### src/rtl/slice_cfg_loader_if.sv
// rtl/slice_cfg_loader_if.sv - serial config stream in, committed slice config bus out
// master = config source side, slave = loader side.
interface slice_cfg_loader_if #(
  parameter int PAYLOAD_W = 24
);
  logic                 cfg_valid;
  logic                 cfg_bit;
  logic                 cfg_ready;
  logic                 cfg_abort;
  logic [PAYLOAD_W-1:0] cfg_data;
  logic                 cfg_done;
  logic                 cfg_loaded;
  logic                 cfg_err;
  logic                 busy;

  modport master (
    output cfg_valid, cfg_bit, cfg_abort,
    input  cfg_ready, cfg_data, cfg_done, cfg_loaded, cfg_err, busy
  );

  modport slave (
    input  cfg_valid, cfg_bit, cfg_abort,
    output cfg_ready, cfg_data, cfg_done, cfg_loaded, cfg_err, busy
  );
endinterface

### src/rtl/slice_cfg_loader.sv
// rtl/slice_cfg_loader.sv - sync-hunting serial loader committing LUT mask + FF mode config
// Define CFG_PARITY_EN to append one even-parity bit per frame and reject mismatching frames.
module slice_cfg_loader #(
  parameter int                   PAYLOAD_W = 24,
  parameter int                   SYNC_W    = 8,
  parameter logic [SYNC_W-1:0]    SYNC      = 8'hA5,
  parameter logic [PAYLOAD_W-1:0] RESET_VAL = '0
) (
  input  logic              clk,
  input  logic              rst,
  slice_cfg_loader_if.slave cfg
);
  localparam int              CNT_W    = $clog2(PAYLOAD_W + 1);
  localparam logic [CNT_W-1:0] LAST_CNT = CNT_W'(PAYLOAD_W - 1);

  typedef enum logic [1:0] {
    S_HUNT   = 2'd0,
    S_LOAD   = 2'd1,
`ifdef CFG_PARITY_EN
    S_PARITY = 2'd3,
`endif
    S_COMMIT = 2'd2
  } state_t;

  state_t               state_q, state_d;
  logic [SYNC_W-1:0]    win_q, win_d;
  logic [PAYLOAD_W-1:0] shift_q, shift_d;
  logic [CNT_W-1:0]     cnt_q, cnt_d;
  logic [PAYLOAD_W-1:0] data_q, data_d;
  logic                 done_q, done_d;
  logic                 loaded_q, loaded_d;
  logic                 err_q, err_d;

  logic ready;
  logic accept;
  logic sync_hit;
  logic last_bit;
`ifdef CFG_PARITY_EN
  logic parity_ok;
  assign parity_ok = ~(^shift_q ^ cfg.cfg_bit);
`endif

  // Abort takes priority over any offered bit.
  assign accept   = cfg.cfg_valid & ready & ~cfg.cfg_abort;
  assign sync_hit = ({win_q[SYNC_W-2:0], cfg.cfg_bit} == SYNC);
  assign last_bit = (cnt_q == LAST_CNT);

  always_ff @(posedge clk or posedge rst) begin
    if (rst) begin
      state_q  <= S_HUNT;
      win_q    <= '0;
      shift_q  <= '0;
      cnt_q    <= '0;
      data_q   <= RESET_VAL;
      done_q   <= 1'b0;
      loaded_q <= 1'b0;
      err_q    <= 1'b0;
    end else begin
      state_q  <= state_d;
      win_q    <= win_d;
      shift_q  <= shift_d;
      cnt_q    <= cnt_d;
      data_q   <= data_d;
      done_q   <= done_d;
      loaded_q <= loaded_d;
      err_q    <= err_d;
    end
  end

  always_comb begin
    state_d = state_q;
    if (cfg.cfg_abort) begin
      state_d = S_HUNT;
    end else begin
      case (state_q)
        S_HUNT:   if (accept && sync_hit) state_d = S_LOAD;
`ifdef CFG_PARITY_EN
        S_LOAD:   if (accept && last_bit) state_d = S_PARITY;
        S_PARITY: if (accept) state_d = parity_ok ? S_COMMIT : S_HUNT;
`else
        S_LOAD:   if (accept && last_bit) state_d = S_COMMIT;
`endif
        S_COMMIT: state_d = S_HUNT;
        default:  state_d = S_HUNT;
      endcase
    end
  end

  always_comb begin
    win_d    = '0;
    cnt_d    = '0;
    shift_d  = shift_q;
    data_d   = data_q;
    done_d   = 1'b0;
    loaded_d = loaded_q;
    err_d    = err_q;

    // Window only survives while staying in HUNT, so it is empty on every re-entry.
    if (state_q == S_HUNT && state_d == S_HUNT && !cfg.cfg_abort)
      win_d = accept ? {win_q[SYNC_W-2:0], cfg.cfg_bit} : win_q;

    if (state_q == S_LOAD && state_d == S_LOAD)
      cnt_d = cnt_q + CNT_W'(accept);

    if (state_q == S_LOAD && accept)
      shift_d = {shift_q[PAYLOAD_W-2:0], cfg.cfg_bit};

`ifdef CFG_PARITY_EN
    if (state_q == S_PARITY && accept && !parity_ok)
      err_d = 1'b1;
`endif

    if (state_q == S_COMMIT && !cfg.cfg_abort) begin
      data_d   = shift_q;
      done_d   = 1'b1;
      loaded_d = 1'b1;
      err_d    = 1'b0;
    end
  end

  always_comb begin
    ready = (state_q != S_COMMIT);
  end

  assign cfg.cfg_ready  = ready;
  assign cfg.busy       = (state_q != S_HUNT);
  assign cfg.cfg_data   = data_q;
  assign cfg.cfg_done   = done_q;
  assign cfg.cfg_loaded = loaded_q;
  assign cfg.cfg_err    = err_q;
endmodule

### src/flat_wrapper.sv
// flat-port wrapper written by rule: the top's interface ports become plain ports
module slice_cfg_loader_flat 
#(
  parameter int                   PAYLOAD_W = 24,
  parameter int                   SYNC_W    = 8,
  parameter logic [SYNC_W-1:0]    SYNC      = 8'hA5,
  parameter logic [PAYLOAD_W-1:0] RESET_VAL = '0
)
  (clk, rst, cfg_cfg_valid, cfg_cfg_bit, cfg_cfg_abort, cfg_cfg_ready, cfg_cfg_data, cfg_cfg_done, cfg_cfg_loaded, cfg_cfg_err, cfg_busy);
  slice_cfg_loader_if #(.PAYLOAD_W(PAYLOAD_W)) cfg_i ();
  input  logic clk;
  input  logic rst;
  input wire logic [$bits(cfg_i.cfg_valid)-1:0] cfg_cfg_valid;
  input wire logic [$bits(cfg_i.cfg_bit)-1:0] cfg_cfg_bit;
  input wire logic [$bits(cfg_i.cfg_abort)-1:0] cfg_cfg_abort;
  output wire logic [$bits(cfg_i.cfg_ready)-1:0] cfg_cfg_ready;
  output wire logic [$bits(cfg_i.cfg_data)-1:0] cfg_cfg_data;
  output wire logic [$bits(cfg_i.cfg_done)-1:0] cfg_cfg_done;
  output wire logic [$bits(cfg_i.cfg_loaded)-1:0] cfg_cfg_loaded;
  output wire logic [$bits(cfg_i.cfg_err)-1:0] cfg_cfg_err;
  output wire logic [$bits(cfg_i.busy)-1:0] cfg_busy;
  assign cfg_i.cfg_valid = cfg_cfg_valid;
  assign cfg_i.cfg_bit = cfg_cfg_bit;
  assign cfg_i.cfg_abort = cfg_cfg_abort;
  assign cfg_cfg_ready = cfg_i.cfg_ready;
  assign cfg_cfg_data = cfg_i.cfg_data;
  assign cfg_cfg_done = cfg_i.cfg_done;
  assign cfg_cfg_loaded = cfg_i.cfg_loaded;
  assign cfg_cfg_err = cfg_i.cfg_err;
  assign cfg_busy = cfg_i.busy;
  slice_cfg_loader #(.PAYLOAD_W(PAYLOAD_W), .SYNC_W(SYNC_W), .SYNC(SYNC), .RESET_VAL(RESET_VAL)) u_core (.clk(clk), .rst(rst), .cfg(cfg_i));
endmodule
### config.mk
export PLATFORM = sky130hd
export DESIGN_NAME = slice_cfg_loader_flat
export DESIGN_NICKNAME = d
export VERILOG_FILES = /design/src/rtl/slice_cfg_loader_if.sv /design/src/rtl/slice_cfg_loader.sv /design/src/flat_wrapper.sv
export SDC_FILE = /design/constraint.sdc
export NUM_CORES = 1
export LEC_CHECK = 0
export ABC_AREA = 0
export BUFFER_PORTS_ARGS = -buffer_cell sky130_fd_sc_hd__buf_2
export CAP_MARGIN = 30
export CORE_ASPECT_RATIO = 0.5
export CORE_UTILIZATION = 45
export DETAILED_ROUTE_END_ITERATION = 12
export GPL_TIMING_DRIVEN = 0
export HOLD_SLACK_MARGIN = 0.12
export PLACE_DENSITY_LB_ADDON = 0.05
export SYNTH_ARGS = -nofsm -noshare
export SYNTH_HDL_FRONTEND = slang
export SYNTH_SLANG_ARGS = --single-unit
### constraint.sdc
create_clock -name clk -period 3.2 [get_ports clk]
set_input_delay 0.32 -clock clk [delete_from_list [all_inputs] [get_ports clk]]
set_output_delay 0.32 -clock clk [all_outputs]
set_load 0.01 [all_outputs]
==> impl_metrics.csv <==
group,metric,value,unit
timing,worstMarginPinSlew,695,ps
logic_synthesis,synthFlopType,"dfrtp_1",
finish,fillers,452,
worst_setup_path,crit_path_cell_trace,"nor2b_1, buf_2, inv_4, nand2_1, nor2_1, ha_1, ha_1, nand3_1, xor2_1, nor2_1",
power_and_ir_drop,power,1.85,mW
logic_synthesis,synth_area_leaders,"dfrtp_1 60%, mux2_2 12%, mux2_4 11%",
worst_setup_path,arrival,2010,ps
grt,grt_util_met2,0.239,
clock_network,cts_tree,"built",
finish,multi_input_area,947,sq um
timing,max_freq,0.549,GHz
timing,slew_viol_final,0,
worst_setup_path,r2r-end,"u_core.cnt_q[4]",
grt,gr-total-overflow,0,
grt,top_usage_layer,"met2",
timing,slew_headroom,0.533,
power_and_ir_drop,irDropWorstVdd,0.350,mV
floorplanning,dieArea,6230,sq um
logic_synthesis,ys_seq_area_frac,0.603,
logic_synthesis,yosys.area.top_type,"dfrtp_1",
logic_synthesis,syn_inst,179,
worst_hold_path,hold_start,"cfg_cfg_bit",
placed_design,place_congestion,0.811,
worst_setup_path,cp_data_required_time,3390,ps
grt,grt_pass1_vias,1575,
worst_setup_path,critPathBufInv,2,
timing,rsz0062_at_grt,"no",
power_and_ir_drop,leakagePower,1.67,nW
grt,grt.total_usage,0.166,
clock_network,cts_max_path_buffers,2,
detailed_routing,drt_iter0_drc,72,
worst_setup_path,path_delay_family,"simple AND/OR/NAND/NOR gates",
worst_setup_path,crit_fanout,10,
clock_network,cts_max_level,3,
logic_synthesis,synth_top_area_share,0.603,
detailed_routing,vias_per_cell,5.08,
logic_synthesis,synth.ff_latch_count,64,
floorplanning,fp.coreArea,5590,sq um
finish,register_area,1600,sq um
flow_run,cap_violations,0,
detailed_routing,drtAntennaViolNets,0,
detailed_routing,first_pass_iters,4,
timing,hold_violations,0,
logic_synthesis,synth-edff-count,0,
clock_network,clock_sinks,64,
grt,grt_pass1_wl,7710,um
clock_network,root_buffer,"clkbuf_16",
worst_setup_path,cpMaxStageDelayCell,"dfrtp_1",
timing,finalCritPeriodShare,0.569,
worst_setup_path,max_stage_delay,410,ps
finish,nets,231,
finish,drive_above_1_share,0.478,
floorplanning,rows,19,
worst_hold_path,hold_class,"in2reg",
detailed_routing,drt-total-wl,4440,um
worst_setup_path,ff2ff_path_depth,10,
worst_setup_path,end_kind,"flop",
placed_design,dpl-instance-area,2930,sq um
timing,finalSetupTns,0,ps
worst_hold_path,min_path_cells,3,
logic_synthesis,post_synth_num_cell_types,33,
logic_synthesis,async_flop_share,1.00,
power_and_ir_drop,power.density,573,nW/um^2
worst_setup_path,ff2ff_setup_slack,1380,ps
finish,final_area,3240,sq um
clock_network,clk_latency,330,ps
grt,antenna_found_initial,0,
timing,hold_slack,263,ps
detailed_routing,wire_per_inst,14.7,um
clock_network,numCtsBuffers,9,
floorplanning,start_util,0.475,
grt,grt_max_degree,41,
grt,grt_use_met3,0.0810,
timing,fin_crit,1820,ps
clock_network,path_clk_slew,50,ps
finish,final_cell_mix,"64 x dfrtp_1, 34 x buf_2, 29 x mux2_2",
detailed_routing,drc,0,
grt,grt.met1_usage,0.209,
logic_synthesis,synth_nets,186,
finish,diodes,0,
logic_synthesis,synth_area_per_cell,14.8,sq um
worst_setup_path,crit_type,"reg2reg",
floorplanning,fp.dieH,56.3,um
detailed_routing,vias,1529,
floorplanning,die_w,111,um
finish,area_delta_synth_final,22.0,%
placed_design,hpwl,2920,um
worst_setup_path,cp_num_cells,10,
timing,skew,4.59,ps
floorplanning,io_pins,34,
worst_setup_path,cp-start-kind,"flop",
placed_design,numPortBuffers,32,
outcome,status,"finished clean",
worst_hold_path,whs_endpoint,"u_core.win_q[0]",
finish,layout_commonest_cell,"dfrtp_1",
worst_setup_path,r2r_start,"u_core.state_q[1]",
timing,setup_viol,0,
logic_synthesis,ys_warn_count,0,
logic_synthesis,synth.cell_area,2660,sq um
worst max path at each step:
| stage | slack, ps | endpoint | start |
|---|---|---|---|
| 6_report | 1380 | u_core.cnt_q[4] | u_core.state_q[1] |
| 5_1_grt | 1240 | u_core.cnt_q[4] | u_core.state_q[1] |
| 4_1_cts | 1360 | u_core.cnt_q[4] | u_core.state_q[1] |
| 3_5_place_dp | 1370 | u_core.cnt_q[4] | u_core.state_q[1] |
| 3_3_place_gp | 530 | u_core.cnt_q[1] | rst |
| 2_1_floorplan | 1280 | u_core.cfg.cfg_data[0] | rst |
flip-flops by register name, summed over array words and instances, names as in the netlist:
register               cells
u_core.cfg.cfg_data       24
u_core.cfg.cfg_done        1
u_core.cfg.cfg_loaded      1
u_core.cnt_q               5
u_core.shift_q            24
u_core.state_q             2
u_core.win_q               7
kinds of logic after synthesis:
family	share of synthesized area
flops	0.603
other cells	0.00141
buf+inv	0.0401
mux	0.230
xor+xnor	0.00990
simple gates	0.0584
compound gates	0.0471
fa+ha+maj	0.00942
synthesized netlist by cell type, types with 2 or more instances:
| master | count |
|---|---|
| inv_1 | 7 |
| ha_1 | 2 |
| a21oi_1 | 7 |
| buf_2 | 2 |
| nand2_1 | 2 |
| or2_2 | 2 |
| dfrtp_1 | 64 |
| nand3_1 | 7 |
| xor2_1 | 2 |
| mux2_2 | 29 |
| o21ai_0 | 5 |
| o31ai_1 | 2 |
| nor2_1 | 6 |
| buf_6 | 5 |
| mux2_4 | 19 |
power breakdown:
group / internal [mW] / total, mW / switching [mW]
combinational: 0.0118 / 0.0409 / 0.0291
clock: 0.674 / 0.997 / 0.323
sequential: 0.814 / 0.817 / 0.00308
total: 1.50 / 1.85 / 0.355
metrics by stage:
step / utilization / setup slack, ps / std cells
3_3_place_gp: 0.520 / 526 / 284
5_1_grt: 0.580 / 1240 / 301
6_report: 0.580 / 1380 / 301
4_1_cts: 0.580 / 1360 / 301
3_5_place_dp: 0.524 / 1370 / 285
2_1_floorplan: - / 1280 / 179
per-layer routing:
metal	vias to the layer above	wire, um
li1	721	-
met1	768	2240
met2	31	1910
met3	9	220
met4	0	73
met5	-	0
area by class of cell:
type / count / area share
plain buffers: 8 / 0.0228
clock buffers: 11 / 0.0718
clock inverters: 4 / 0.0216
inverters: 8 / 0.0100
multi-input cells: 99 / 0.292
flip-flops and latches: 64 / 0.494
well taps: 73 / 0.0282
repair buffers: 34 / 0.0587
tightest hold or removal path, cell delays in order:
cell and delay (ps):
buf_2 110, nand3_1 60, a21oi_1 50
timing repair:
item | CTS | global route
setup buffers | 0 | 0
gates resized for setup | 0 | 0
hold endpoints to repair | 24 | 0
hold buffers | 1 | 0
(Power assumes the default switching activity.)
